`src/rtl/oldland_pipe_ctrl_pkg.sv`:
```
`default_nettype none
// ============================================================================
// Module      : oldland_pipe_ctrl_pkg
// Description : Shared types and constants for the Oldland pipeline sequencer.
// Revision    : 1.0 - initial release
// ============================================================================
package oldland_pipe_ctrl_pkg;

    typedef enum logic [2:0] {
        ST_RUN          = 3'd0,
        ST_EXC_DRAIN    = 3'd1,
        ST_EXC_REDIRECT = 3'd2,
        ST_HALT_DRAIN   = 3'd3,
        ST_HALTED       = 3'd4
    } state_t;

    typedef enum logic [1:0] {
        EXC_NONE    = 2'b00,
        EXC_ILLEGAL = 2'b01,
        EXC_SWI     = 2'b10,
        EXC_IRQ     = 2'b11
    } exc_cause_t;

    localparam logic [31:0] c_def_vector_base = 32'h0000_0000;
    localparam logic [31:0] c_def_ofs_illegal = 32'h0000_0008;
    localparam logic [31:0] c_def_ofs_swi     = 32'h0000_000c;
    localparam logic [31:0] c_def_ofs_irq     = 32'h0000_0010;

    function automatic logic [31:0] vec_offset(
        input exc_cause_t  cause,
        input logic [31:0] ofs_illegal,
        input logic [31:0] ofs_swi,
        input logic [31:0] ofs_irq
    );
        logic [31:0] ofs;
        case (cause)
            EXC_ILLEGAL: ofs = ofs_illegal;
            EXC_SWI:     ofs = ofs_swi;
            EXC_IRQ:     ofs = ofs_irq;
            default:     ofs = 32'h0;
        endcase
        return ofs;
    endfunction

endpackage
`default_nettype wire

```
`src/rtl/oldland_pipe_ctrl_if.sv`:
```
`default_nettype none
// ============================================================================
// Module      : oldland_pipe_ctrl_if
// Description : Pipeline status / control bundle between datapath and sequencer.
// Revision    : 1.0 - initial release
// ============================================================================
interface oldland_pipe_ctrl_if;

    logic        d_valid;
    logic [3:0]  d_ra_sel;
    logic [3:0]  d_rb_sel;
    logic        x_valid;
    logic [3:0]  x_rd_sel;
    logic        x_update_rd;
    logic        x_mem_load;
    logic        x_illegal;
    logic        x_swi;
    logic        branch_taken;
    logic        mem_busy;
    logic        irq_req;
    logic        irq_en;
    logic        dbg_halt_req;
    logic        dbg_resume;

    logic        stall_fetch;
    logic        stall_decode;
    logic        stall_exec;
    logic        bubble;
    logic        flush_fetch;
    logic        flush_decode;
    logic        pc_load;
    logic [31:0] pc_load_addr;
    logic        save_state;
    logic [1:0]  exc_cause;
    logic        irq_ack;
    logic        dbg_halted;

    // Sequencer view: consumes pipeline status, drives control strobes.
    modport master (
        input  d_valid, d_ra_sel, d_rb_sel, x_valid, x_rd_sel, x_update_rd,
               x_mem_load, x_illegal, x_swi, branch_taken, mem_busy,
               irq_req, irq_en, dbg_halt_req, dbg_resume,
        output stall_fetch, stall_decode, stall_exec, bubble, flush_fetch,
               flush_decode, pc_load, pc_load_addr, save_state, exc_cause,
               irq_ack, dbg_halted
    );

    modport slave (
        output d_valid, d_ra_sel, d_rb_sel, x_valid, x_rd_sel, x_update_rd,
               x_mem_load, x_illegal, x_swi, branch_taken, mem_busy,
               irq_req, irq_en, dbg_halt_req, dbg_resume,
        input  stall_fetch, stall_decode, stall_exec, bubble, flush_fetch,
               flush_decode, pc_load, pc_load_addr, save_state, exc_cause,
               irq_ack, dbg_halted
    );

endinterface
`default_nettype wire

```
`src/rtl/oldland_pipe_ctrl_hazard_detect.sv`:
```
`default_nettype none
// ============================================================================
// Module      : oldland_pipe_ctrl_hazard_detect
// Description : Combinational load-use interlock detector.
// Revision    : 1.0 - initial release
// ============================================================================
module oldland_pipe_ctrl_hazard_detect (
    input  wire logic       i_d_valid,
    input  wire logic [3:0] i_d_ra_sel,
    input  wire logic [3:0] i_d_rb_sel,
    input  wire logic       i_x_valid,
    input  wire logic [3:0] i_x_rd_sel,
    input  wire logic       i_x_update_rd,
    input  wire logic       i_x_mem_load,
    output logic            o_load_use
);

    logic w_load_in_x;
    logic w_rd_match;

    assign w_load_in_x = i_x_valid & i_x_mem_load & i_x_update_rd;
    // Both operand fields are compared whether or not the opcode reads them.
    assign w_rd_match  = (i_x_rd_sel == i_d_ra_sel) | (i_x_rd_sel == i_d_rb_sel);
    assign o_load_use  = w_load_in_x & i_d_valid & w_rd_match;

endmodule
`default_nettype wire

```
`src/rtl/oldland_pipe_ctrl.sv`:
```
`default_nettype none
// ============================================================================
// Module      : oldland_pipe_ctrl
// Description : Pipeline sequencer: stalls, flushes, exception and debug entry.
// Revision    : 1.0 - initial release
// ============================================================================
module oldland_pipe_ctrl
    import oldland_pipe_ctrl_pkg::*;
#(
    parameter logic [31:0] VECTOR_BASE = c_def_vector_base,
    parameter logic [31:0] OFS_ILLEGAL = c_def_ofs_illegal,
    parameter logic [31:0] OFS_SWI     = c_def_ofs_swi,
    parameter logic [31:0] OFS_IRQ     = c_def_ofs_irq
) (
    input  wire logic            clk,
    input  wire logic            rst,
    oldland_pipe_ctrl_if.master  pipe
);

    state_t      r_state;
    state_t      w_next_state;
    exc_cause_t  r_exc_cause;
    exc_cause_t  w_next_cause;
    exc_cause_t  w_new_cause;
    logic        r_rst_d;
    logic        w_quiet;
    logic        w_load_use;
    logic        w_exc_illegal;
    logic        w_exc_swi;
    logic        w_exc_irq;
    logic        w_exc_any;

    logic        w_stall_fetch;
    logic        w_stall_decode;
    logic        w_stall_exec;
    logic        w_bubble;
    logic        w_flush_fetch;
    logic        w_flush_decode;
    logic        w_pc_load;
    logic [31:0] w_pc_load_addr;
    logic        w_save_state;
    logic        w_irq_ack;
    logic        w_dbg_halted;

    oldland_pipe_ctrl_hazard_detect u_hazard (
        .i_d_valid     (pipe.d_valid),
        .i_d_ra_sel    (pipe.d_ra_sel),
        .i_d_rb_sel    (pipe.d_rb_sel),
        .i_x_valid     (pipe.x_valid),
        .i_x_rd_sel    (pipe.x_rd_sel),
        .i_x_update_rd (pipe.x_update_rd),
        .i_x_mem_load  (pipe.x_mem_load),
        .o_load_use    (w_load_use)
    );

    // Outputs stay silent during reset and for one cycle after it.
    assign w_quiet = rst | r_rst_d;

    assign w_exc_illegal = pipe.x_valid & pipe.x_illegal;
    assign w_exc_swi     = pipe.x_valid & pipe.x_swi;
    assign w_exc_irq     = pipe.x_valid & pipe.irq_req & pipe.irq_en;
    assign w_exc_any     = w_exc_illegal | w_exc_swi | w_exc_irq;

    always_comb begin
        w_new_cause = EXC_IRQ;
        if (w_exc_illegal)
            w_new_cause = EXC_ILLEGAL;
        else if (w_exc_swi)
            w_new_cause = EXC_SWI;
    end

    always_ff @(posedge clk) begin
        if (rst) begin
            r_state     <= ST_RUN;
            r_exc_cause <= EXC_NONE;
            r_rst_d     <= 1'b1;
        end else begin
            r_state     <= w_next_state;
            r_exc_cause <= w_next_cause;
            r_rst_d     <= 1'b0;
        end
    end

    always_comb begin
        w_next_state   = r_state;
        w_next_cause   = r_exc_cause;
        w_stall_fetch  = 1'b0;
        w_stall_decode = 1'b0;
        w_stall_exec   = 1'b0;
        w_bubble       = 1'b0;
        w_flush_fetch  = 1'b0;
        w_flush_decode = 1'b0;
        w_pc_load      = 1'b0;
        w_pc_load_addr = 32'h0;
        w_save_state   = 1'b0;
        w_irq_ack      = 1'b0;
        w_dbg_halted   = 1'b0;

        if (w_quiet) begin
            w_next_state = ST_RUN;
        end else begin
            case (r_state)
                ST_RUN: begin
                    if (w_exc_any) begin
                        w_next_cause   = w_new_cause;
                        w_flush_fetch  = 1'b1;
                        w_flush_decode = 1'b1;
                        w_next_state   = ST_EXC_DRAIN;
                    end else if (pipe.dbg_halt_req) begin
                        w_flush_fetch  = 1'b1;
                        w_flush_decode = 1'b1;
                        w_next_state   = ST_HALT_DRAIN;
                    end else if (pipe.branch_taken) begin
                        w_flush_fetch  = 1'b1;
                        w_flush_decode = 1'b1;
                    end else if (pipe.mem_busy) begin
                        w_stall_fetch  = 1'b1;
                        w_stall_decode = 1'b1;
                        w_stall_exec   = 1'b1;
                    end else if (w_load_use) begin
                        w_stall_fetch  = 1'b1;
                        w_stall_decode = 1'b1;
                        w_bubble       = 1'b1;
                    end
                end

                ST_EXC_DRAIN: begin
                    w_stall_fetch  = 1'b1;
                    w_stall_decode = 1'b1;
                    w_stall_exec   = 1'b1;
                    w_flush_decode = 1'b1;
                    if (!pipe.mem_busy)
                        w_next_state = ST_EXC_REDIRECT;
                end

                ST_EXC_REDIRECT: begin
                    w_pc_load      = 1'b1;
                    w_save_state   = 1'b1;
                    w_flush_fetch  = 1'b1;
                    w_flush_decode = 1'b1;
                    w_pc_load_addr = VECTOR_BASE +
                                     vec_offset(r_exc_cause, OFS_ILLEGAL, OFS_SWI, OFS_IRQ);
                    w_irq_ack      = (r_exc_cause == EXC_IRQ);
                    w_next_state   = ST_RUN;
                end

                ST_HALT_DRAIN: begin
                    w_stall_fetch  = 1'b1;
                    w_stall_decode = 1'b1;
                    w_stall_exec   = 1'b1;
                    if (!pipe.mem_busy)
                        w_next_state = ST_HALTED;
                end

                ST_HALTED: begin
                    w_dbg_halted   = 1'b1;
                    w_stall_fetch  = 1'b1;
                    w_stall_decode = 1'b1;
                    w_stall_exec   = 1'b1;
                    if (pipe.dbg_resume) begin
                        w_flush_fetch = 1'b1;
                        w_next_state  = ST_RUN;
                    end
                end

                default: begin
                    w_next_state = ST_RUN;
                end
            endcase
        end
    end

    assign pipe.stall_fetch  = w_stall_fetch;
    assign pipe.stall_decode = w_stall_decode;
    assign pipe.stall_exec   = w_stall_exec;
    assign pipe.bubble       = w_bubble;
    assign pipe.flush_fetch  = w_flush_fetch;
    assign pipe.flush_decode = w_flush_decode;
    assign pipe.pc_load      = w_pc_load;
    assign pipe.pc_load_addr = w_pc_load_addr;
    assign pipe.save_state   = w_save_state;
    assign pipe.exc_cause    = w_quiet ? EXC_NONE : r_exc_cause;
    assign pipe.irq_ack      = w_irq_ack;
    assign pipe.dbg_halted   = w_dbg_halted;

endmodule
`default_nettype wire

```
`src/flat_wrapper.sv`:
```
// flat-port wrapper written by rule: the top's interface ports become plain ports
module oldland_pipe_ctrl_flat import oldland_pipe_ctrl_pkg::*;
#(
    parameter logic [31:0] VECTOR_BASE = c_def_vector_base,
    parameter logic [31:0] OFS_ILLEGAL = c_def_ofs_illegal,
    parameter logic [31:0] OFS_SWI     = c_def_ofs_swi,
    parameter logic [31:0] OFS_IRQ     = c_def_ofs_irq
)
  (clk, rst, pipe_d_valid, pipe_d_ra_sel, pipe_d_rb_sel, pipe_x_valid, pipe_x_rd_sel, pipe_x_update_rd, pipe_x_mem_load, pipe_x_illegal, pipe_x_swi, pipe_branch_taken, pipe_mem_busy, pipe_irq_req, pipe_irq_en, pipe_dbg_halt_req, pipe_dbg_resume, pipe_stall_fetch, pipe_stall_decode, pipe_stall_exec, pipe_bubble, pipe_flush_fetch, pipe_flush_decode, pipe_pc_load, pipe_pc_load_addr, pipe_save_state, pipe_exc_cause, pipe_irq_ack, pipe_dbg_halted);
  oldland_pipe_ctrl_if pipe_i ();
  input  wire logic clk;
  input  wire logic rst;
  input wire logic [$bits(pipe_i.d_valid)-1:0] pipe_d_valid;
  input wire logic [$bits(pipe_i.d_ra_sel)-1:0] pipe_d_ra_sel;
  input wire logic [$bits(pipe_i.d_rb_sel)-1:0] pipe_d_rb_sel;
  input wire logic [$bits(pipe_i.x_valid)-1:0] pipe_x_valid;
  input wire logic [$bits(pipe_i.x_rd_sel)-1:0] pipe_x_rd_sel;
  input wire logic [$bits(pipe_i.x_update_rd)-1:0] pipe_x_update_rd;
  input wire logic [$bits(pipe_i.x_mem_load)-1:0] pipe_x_mem_load;
  input wire logic [$bits(pipe_i.x_illegal)-1:0] pipe_x_illegal;
  input wire logic [$bits(pipe_i.x_swi)-1:0] pipe_x_swi;
  input wire logic [$bits(pipe_i.branch_taken)-1:0] pipe_branch_taken;
  input wire logic [$bits(pipe_i.mem_busy)-1:0] pipe_mem_busy;
  input wire logic [$bits(pipe_i.irq_req)-1:0] pipe_irq_req;
  input wire logic [$bits(pipe_i.irq_en)-1:0] pipe_irq_en;
  input wire logic [$bits(pipe_i.dbg_halt_req)-1:0] pipe_dbg_halt_req;
  input wire logic [$bits(pipe_i.dbg_resume)-1:0] pipe_dbg_resume;
  output wire logic [$bits(pipe_i.stall_fetch)-1:0] pipe_stall_fetch;
  output wire logic [$bits(pipe_i.stall_decode)-1:0] pipe_stall_decode;
  output wire logic [$bits(pipe_i.stall_exec)-1:0] pipe_stall_exec;
  output wire logic [$bits(pipe_i.bubble)-1:0] pipe_bubble;
  output wire logic [$bits(pipe_i.flush_fetch)-1:0] pipe_flush_fetch;
  output wire logic [$bits(pipe_i.flush_decode)-1:0] pipe_flush_decode;
  output wire logic [$bits(pipe_i.pc_load)-1:0] pipe_pc_load;
  output wire logic [$bits(pipe_i.pc_load_addr)-1:0] pipe_pc_load_addr;
  output wire logic [$bits(pipe_i.save_state)-1:0] pipe_save_state;
  output wire logic [$bits(pipe_i.exc_cause)-1:0] pipe_exc_cause;
  output wire logic [$bits(pipe_i.irq_ack)-1:0] pipe_irq_ack;
  output wire logic [$bits(pipe_i.dbg_halted)-1:0] pipe_dbg_halted;
  assign pipe_i.d_valid = pipe_d_valid;
  assign pipe_i.d_ra_sel = pipe_d_ra_sel;
  assign pipe_i.d_rb_sel = pipe_d_rb_sel;
  assign pipe_i.x_valid = pipe_x_valid;
  assign pipe_i.x_rd_sel = pipe_x_rd_sel;
  assign pipe_i.x_update_rd = pipe_x_update_rd;
  assign pipe_i.x_mem_load = pipe_x_mem_load;
  assign pipe_i.x_illegal = pipe_x_illegal;
  assign pipe_i.x_swi = pipe_x_swi;
  assign pipe_i.branch_taken = pipe_branch_taken;
  assign pipe_i.mem_busy = pipe_mem_busy;
  assign pipe_i.irq_req = pipe_irq_req;
  assign pipe_i.irq_en = pipe_irq_en;
  assign pipe_i.dbg_halt_req = pipe_dbg_halt_req;
  assign pipe_i.dbg_resume = pipe_dbg_resume;
  assign pipe_stall_fetch = pipe_i.stall_fetch;
  assign pipe_stall_decode = pipe_i.stall_decode;
  assign pipe_stall_exec = pipe_i.stall_exec;
  assign pipe_bubble = pipe_i.bubble;
  assign pipe_flush_fetch = pipe_i.flush_fetch;
  assign pipe_flush_decode = pipe_i.flush_decode;
  assign pipe_pc_load = pipe_i.pc_load;
  assign pipe_pc_load_addr = pipe_i.pc_load_addr;
  assign pipe_save_state = pipe_i.save_state;
  assign pipe_exc_cause = pipe_i.exc_cause;
  assign pipe_irq_ack = pipe_i.irq_ack;
  assign pipe_dbg_halted = pipe_i.dbg_halted;
  oldland_pipe_ctrl #(.VECTOR_BASE(VECTOR_BASE), .OFS_ILLEGAL(OFS_ILLEGAL), .OFS_SWI(OFS_SWI), .OFS_IRQ(OFS_IRQ)) u_core (.clk(clk), .rst(rst), .pipe(pipe_i));
endmodule
```
`config.mk`:
```
export PLATFORM = sky130hd
export DESIGN_NAME = oldland_pipe_ctrl_flat
export DESIGN_NICKNAME = d
export VERILOG_FILES = /design/src/rtl/oldland_pipe_ctrl_pkg.sv /design/src/rtl/oldland_pipe_ctrl_if.sv /design/src/rtl/oldland_pipe_ctrl_hazard_detect.sv /design/src/rtl/oldland_pipe_ctrl.sv /design/src/flat_wrapper.sv
export SDC_FILE = /design/constraint.sdc
export NUM_CORES = 1
export LEC_CHECK = 0
export CORE_AREA = 2 2 39 41
export DETAILED_ROUTE_END_ITERATION = 12
export DIE_AREA = 0 0 41 43
export DONT_BUFFER_PORTS = 1
export PLACE_DENSITY = 0.73
export SKIP_LAST_GASP = 1
export SYNTH_ARGS = -nofsm -noshare
export SYNTH_HDL_FRONTEND = slang
export SYNTH_SLANG_ARGS = --single-unit
```
`constraint.sdc`:
```
create_clock -name clk -period 1.97 [get_ports clk]
set_clock_uncertainty 0.05 [all_clocks]
set_input_delay 0.2955 -clock clk [delete_from_list [all_inputs] [get_ports clk]]
set_output_delay 0.2955 -clock clk [all_outputs]
set_load 0.02 [all_outputs]
```
Word level (Yosys, flattened, before mapping). Index checks and enable logic that the tools add are counted.

Register bits after elaboration: 6. Logic and storage cells: 81. Output and inout bits: 44.

Bitwise operators: 13. Mux-type cells: 46. Equal/unequal tests: 13. Reduce and logical (&&, ||, !) cells: 6.

Operators with widths (count): 2-to-1 mux 32 bit (2); 2-to-1 mux 1 bit (31); 2-to-1 mux 3 bit (5); case mux 5 bit (3 select lines) (1); case mux 3 bit (4 select lines) (1); bitwise AND 1 bit (8); == test 4 bit (2); == test 3 x 2 -> 1 bit (second input constant) (2); != test 2 bit (second input constant) (3); case mux 1 bit (2 select lines) (3); == test 2 bit (second input constant) (2); 2-to-1 mux 2 bit (2); bitwise OR 1 bit (4); AND reduction 4 bit (1); OR reduction 2 bit (2); == test 3 x 1 -> 1 bit (second input constant) (1); == test 3 bit (second input constant) (1); zero test 3 bit (1); != test 3 x 2 -> 1 bit (second input constant) (1); case mux 1 bit (3 select lines) (1); AND reduction 3 bit (1); OR reduction 3 bit (1); == test 2 x 1 -> 1 bit (second input constant) (1); NOT 1 bit (1).

Logic depth before layout (Yosys ltp).
Depth in word-level cells: 11. Gate-level depth with buffers: 6. Gate-level depth less buffers: 4.

By module. Synthesis repeated with hierarchy kept, for this count alone.

Cell total of the unflattened synthesis: 108. Area total of the unflattened synthesis: 827.0 um^2.

By module, submodules not included: oldland_pipe_ctrl (instances 1, cells each 96, area each 733.2 um^2); oldland_pipe_ctrl_hazard_detect (instances 1, cells each 12, area each 93.8 um^2).

Worst setup path after synthesis. OpenSTA, ideal clock, no wires.

Kind: reg-to-output. Start: register u_core.r_state[0]. End: output port pipe_stall_fetch. Stages on the path, launching flop included: 6. Path buffers: 1. Data arrival time: 1.826 ns. Required time: 1.625 ns. Path slack: -0.202 ns. Cells stage by stage: dfxtp_1 > or4_1 > a211oi_2 > a22o_1 > nand2b_1 > buf_4.

Word-level cells in the longest chain between the ends: 4.

Ends and longest elaborated chain: start: declaration (RTL line oldland_pipe_ctrl.sv:20) `state_t r_state;`; start signal: assignment (RTL line oldland_pipe_ctrl.sv:78) `r_state <= w_next_state;`; == test 3 x 1 -> 1 bit, or another cell as far along; OR reduction 3 bit (no line); case mux 1 bit (2 select lines) *; 2-to-1 mux 1 bit *; end: declaration (RTL line flat_wrapper.sv:28) `output wire logic [$bits(pipe_i.stall_fetch)-1:0] pipe_stall_fetch;`.

Mark *: on every way between the ends. The rest lies on a longest branch, timed or not.

Final worst setup path.
Start: register u_core.r_state[0]. End: output port pipe_stall_decode.

Word-level cells in the longest chain between the ends: 4.

Ends and longest elaborated chain: == test 3 x 1 -> 1 bit, or another cell as far along (RTL line oldland_pipe_ctrl.sv:102) `case (r_state)`; OR reduction 3 bit (no line); case mux 1 bit (2 select lines) * (RTL line oldland_pipe_ctrl.sv:102); 2-to-1 mux 1 bit * (RTL line oldland_pipe_ctrl.sv:99) `if (w_quiet) begin`; end: declaration (RTL line flat_wrapper.sv:29) `output wire logic [$bits(pipe_i.stall_decode)-1:0] pipe_stall_decode;`.

Marks and branches as above.

==> qor.txt <==
Final #Nets: 144
Crit path time final: 2.035 ns
Failing checks: setup timing
Status: finished, violations left
Max VDD drop: 0.0003149 V
DP Wirelength: 1299 um
RSZ-0062 raised after global routing: true
Max Fclk: 491.3 MHz
Metal-1 WL: 600 um
# setup viols final: 4
WL met3: 214 um
Startpoint Class: flop
Cells after synthesis: 101
Post-Synth Simple-Gate Area: 0.2406
#FFs+latches synth: 6
IO Count: 70
Xor and xnor area share after synthesis: 0.1031
Post-Syn Area: 764.5 um2
Initial antenna violation count: 0
Critical path class: reg -> out
Clock latency on the worst-skew pair: 0.25 ns
Hold_ws: 0.02177 ns
Power Total: 0.0003748 W
Setup ws final: -0.06535 ns
Slew Limit Fails: 0
Vias: 657
Largest family of logic cells by synthesized area: buffers and inverters
Maximum number of pins on one net before global-route repair: 11
Max layer used: met4
Synth Flop Type: dfxtp_1
Met2 wire len: 770 um
Wirelength per Cell: 12.41 um
Clk root buf: clkbuf_4
Unique masters post-synth: 33
Power Dens Cells: 462.9 mW/mm2
Crit path max fanout: 6
Worst hold path type: in -> reg
CTS tree: built
Reg clk slew, reported paths: 0.05 ns
Sequential area share after synthesis: 0.1571
Initial DRC Count: 11
Drt total wl: 1613 um
Core Footprint: 0.001384 mm2
Data required, critical path: 1.62 ns
Number of H-tree levels: 1
N_diodes: 0
Slew at the pin with the worst max-slew slack: 0.6297 ns
Tcrit/Tclk final: 1.033
Mux share of post-synthesis cell area: 0
FILL cells: 143
Fraction of registers with async set/reset: 0
Die area: 0.001763 mm2
Mean Syn Cell Area: 7.569 um2
# rows: 14
Lkg Pwr: 0.3858 nW
Pre-CTS worst setup slack: 0.09742 ns
First-pass DRT Iterations: 4
Die W: 41 um
Grt total ovfl: 0
Post-synthesis adder-cell area fraction: 0.03273
Initial Util: 0.5524
Placer Congestion: 0.8146
Port bufs: 0
CP max stage cell: or3b_2
Die height: 43 um
Yosys warns: 0
Setup crit end kind: primary output
Critical path cell sequence: buf_4 > or3b_2 > o21ai_1 > a22o_2 > nand2b_4
Critical path arrival: 1.69 ns
Vias/cell: 5.054
Remaining antenna violation count after routing: 0
Max_cap viols: 0
Syn-to-layout area delta: 5.892%
CP peak stage delay: 0.50 ns
Clock tree buffer depth: 2
Vias in the first global route: 535
Share of layout cells above drive strength 1: 0.2368
Slew margin rel.: 0.5770
CTS Buf Count: 3
Synth Area in Compound Gates: 0.1424
Final hold vios: 0
GRT Total Usage: 0.1672
First-pass GRT wire length: 1994 um
CTS Sinks: 6
EDFF count, synth: 0
Residual DRC: 0
cells in the mapped netlist, types with 2 or more instances:
cell type	count	share of area
ha_1	2	0.033
dfxtp_1	6	0.16
and2_1	4	0.033
nor3_1	5	0.033
a21oi_1	3	0.020
inv_1	2	0.0098
nand2_1	6	0.029
xor2_1	9	0.10
o21ai_0	2	0.013
a31oi_1	2	0.016
buf_4	31	0.30
nor4_1	3	0.025
nor2_1	6	0.029
flip-flops by register name (all words and copies together) (netlist names):
name	count
u_core.r_state	3
u_core.r_rst_d	1
u_core.r_exc_cause	2
cell type report:
type	count	area, um2	area share
Multi-Input combinational cell	89	530.5	0.6553
Sequential cell	6	123.9	0.1530
Timing Repair Buffer	14	105.1	0.1298
Clock buffer	3	22.52	0.02782
Tap cell	16	20.02	0.02473
Inverter	2	7.507	0.009274
per-layer routing:
layer | vias to the layer above | track usage
met5 | - | 0
met3 | 4 | 0.04188
met1 | 285 | 0.1753
li1 | 318 | -
met4 | 0 | 0.09333
met2 | 50 | 0.2813
placed cells by master (no fill, tap or decap), types with 2 or more instances in the layout:
cell | Yosys | layout
clkbuf_4 | 0 | 3
buf_4 | 31 | 14
and2_1 | 4 | 4
dfxtp_2 | 0 | 3
nor4_1 | 3 | 3
conb_1 | 1 | 29
a31oi_1 | 2 | 2
ha_1 | 2 | 2
nand2_1 | 6 | 6
nor3_1 | 5 | 5
inv_1 | 2 | 2
nor2_1 | 6 | 6
xor2_1 | 9 | 9
dfxtp_1 | 6 | 3
a21oi_1 | 3 | 3
path summary, 6_finish.rpt:
| check | startpoint | end | slack, ns | cells after the start |
|---|---|---|---|---|
| setup / recovery | u_core.r_state[0]$_SDFFE_PP0P_ | pipe_stall_decode | -0.07 | 5 |
| hold / removal | rst | u_core.r_rst_d$_DFF_P_ | 0.02 | 0 |
| setup reg to reg | u_core.r_rst_d$_DFF_P_ | u_core.r_exc_cause[0]$_SDFFE_PP0P_ | 0.49 | 6 |
| hold reg to reg | u_core.r_exc_cause[1]$_SDFFE_PP0P_ | u_core.r_exc_cause[1]$_SDFFE_PP0P_ | 0.43 | 2 |
logic make-up (layout without fill, tap and decap cells):
group                    after synthesis  in the layout
XOR/XNOR                               9              9
AND/OR/NAND/NOR                       34             34
flip-flops                             6              6
adder cells (fa/ha/maj)                2              2
AO/OA/AOI/OAI                         15             15
buffers and inverters                 34             19
other                                  1             29
through the flow:
stage               std cells  instance area, um2  setup TNS (ns)    util
finish                    130               809.5         -0.1551  0.5850
global route              130               809.5         -0.3730  0.5850
CTS                       130               795.8         -0.4349  0.5750
detailed placement        123               737.0               0  0.5326
global placement          123               737.0               0  0.5326
floorplan                 129               878.3               0       -
worst max-delay path: cells and delay by family, from the launching register on:
family / cells / cell delay (ns)
and+or+nand+nor: 2 / 0.70
DFF: 1 / 0.31
AOI/OAI and AO/OA: 2 / 0.29
buffers and inverters: 1 / 0.15
what timing repair did:
action,CTS,global route
hold buffers,0,0
endpoints found under the hold margin,0,0
resized for setup,3,4
setup endpoints to repair,4,4
pin swaps,4,5
setup buffers,4,0
power by group:
| part | total (W) | switching (W) | internal [W] |
|---|---|---|---|
| clock network | 0.000116 | 0.0000473 | 0.0000691 |
| registers | 0.000131 | 0.00000347 | 0.000128 |
| logic | 0.000127 | 0.0000901 | 0.0000372 |
| total | 0.000375 | 0.000141 | 0.000234 |
Power figures use the tool's default switching activity.
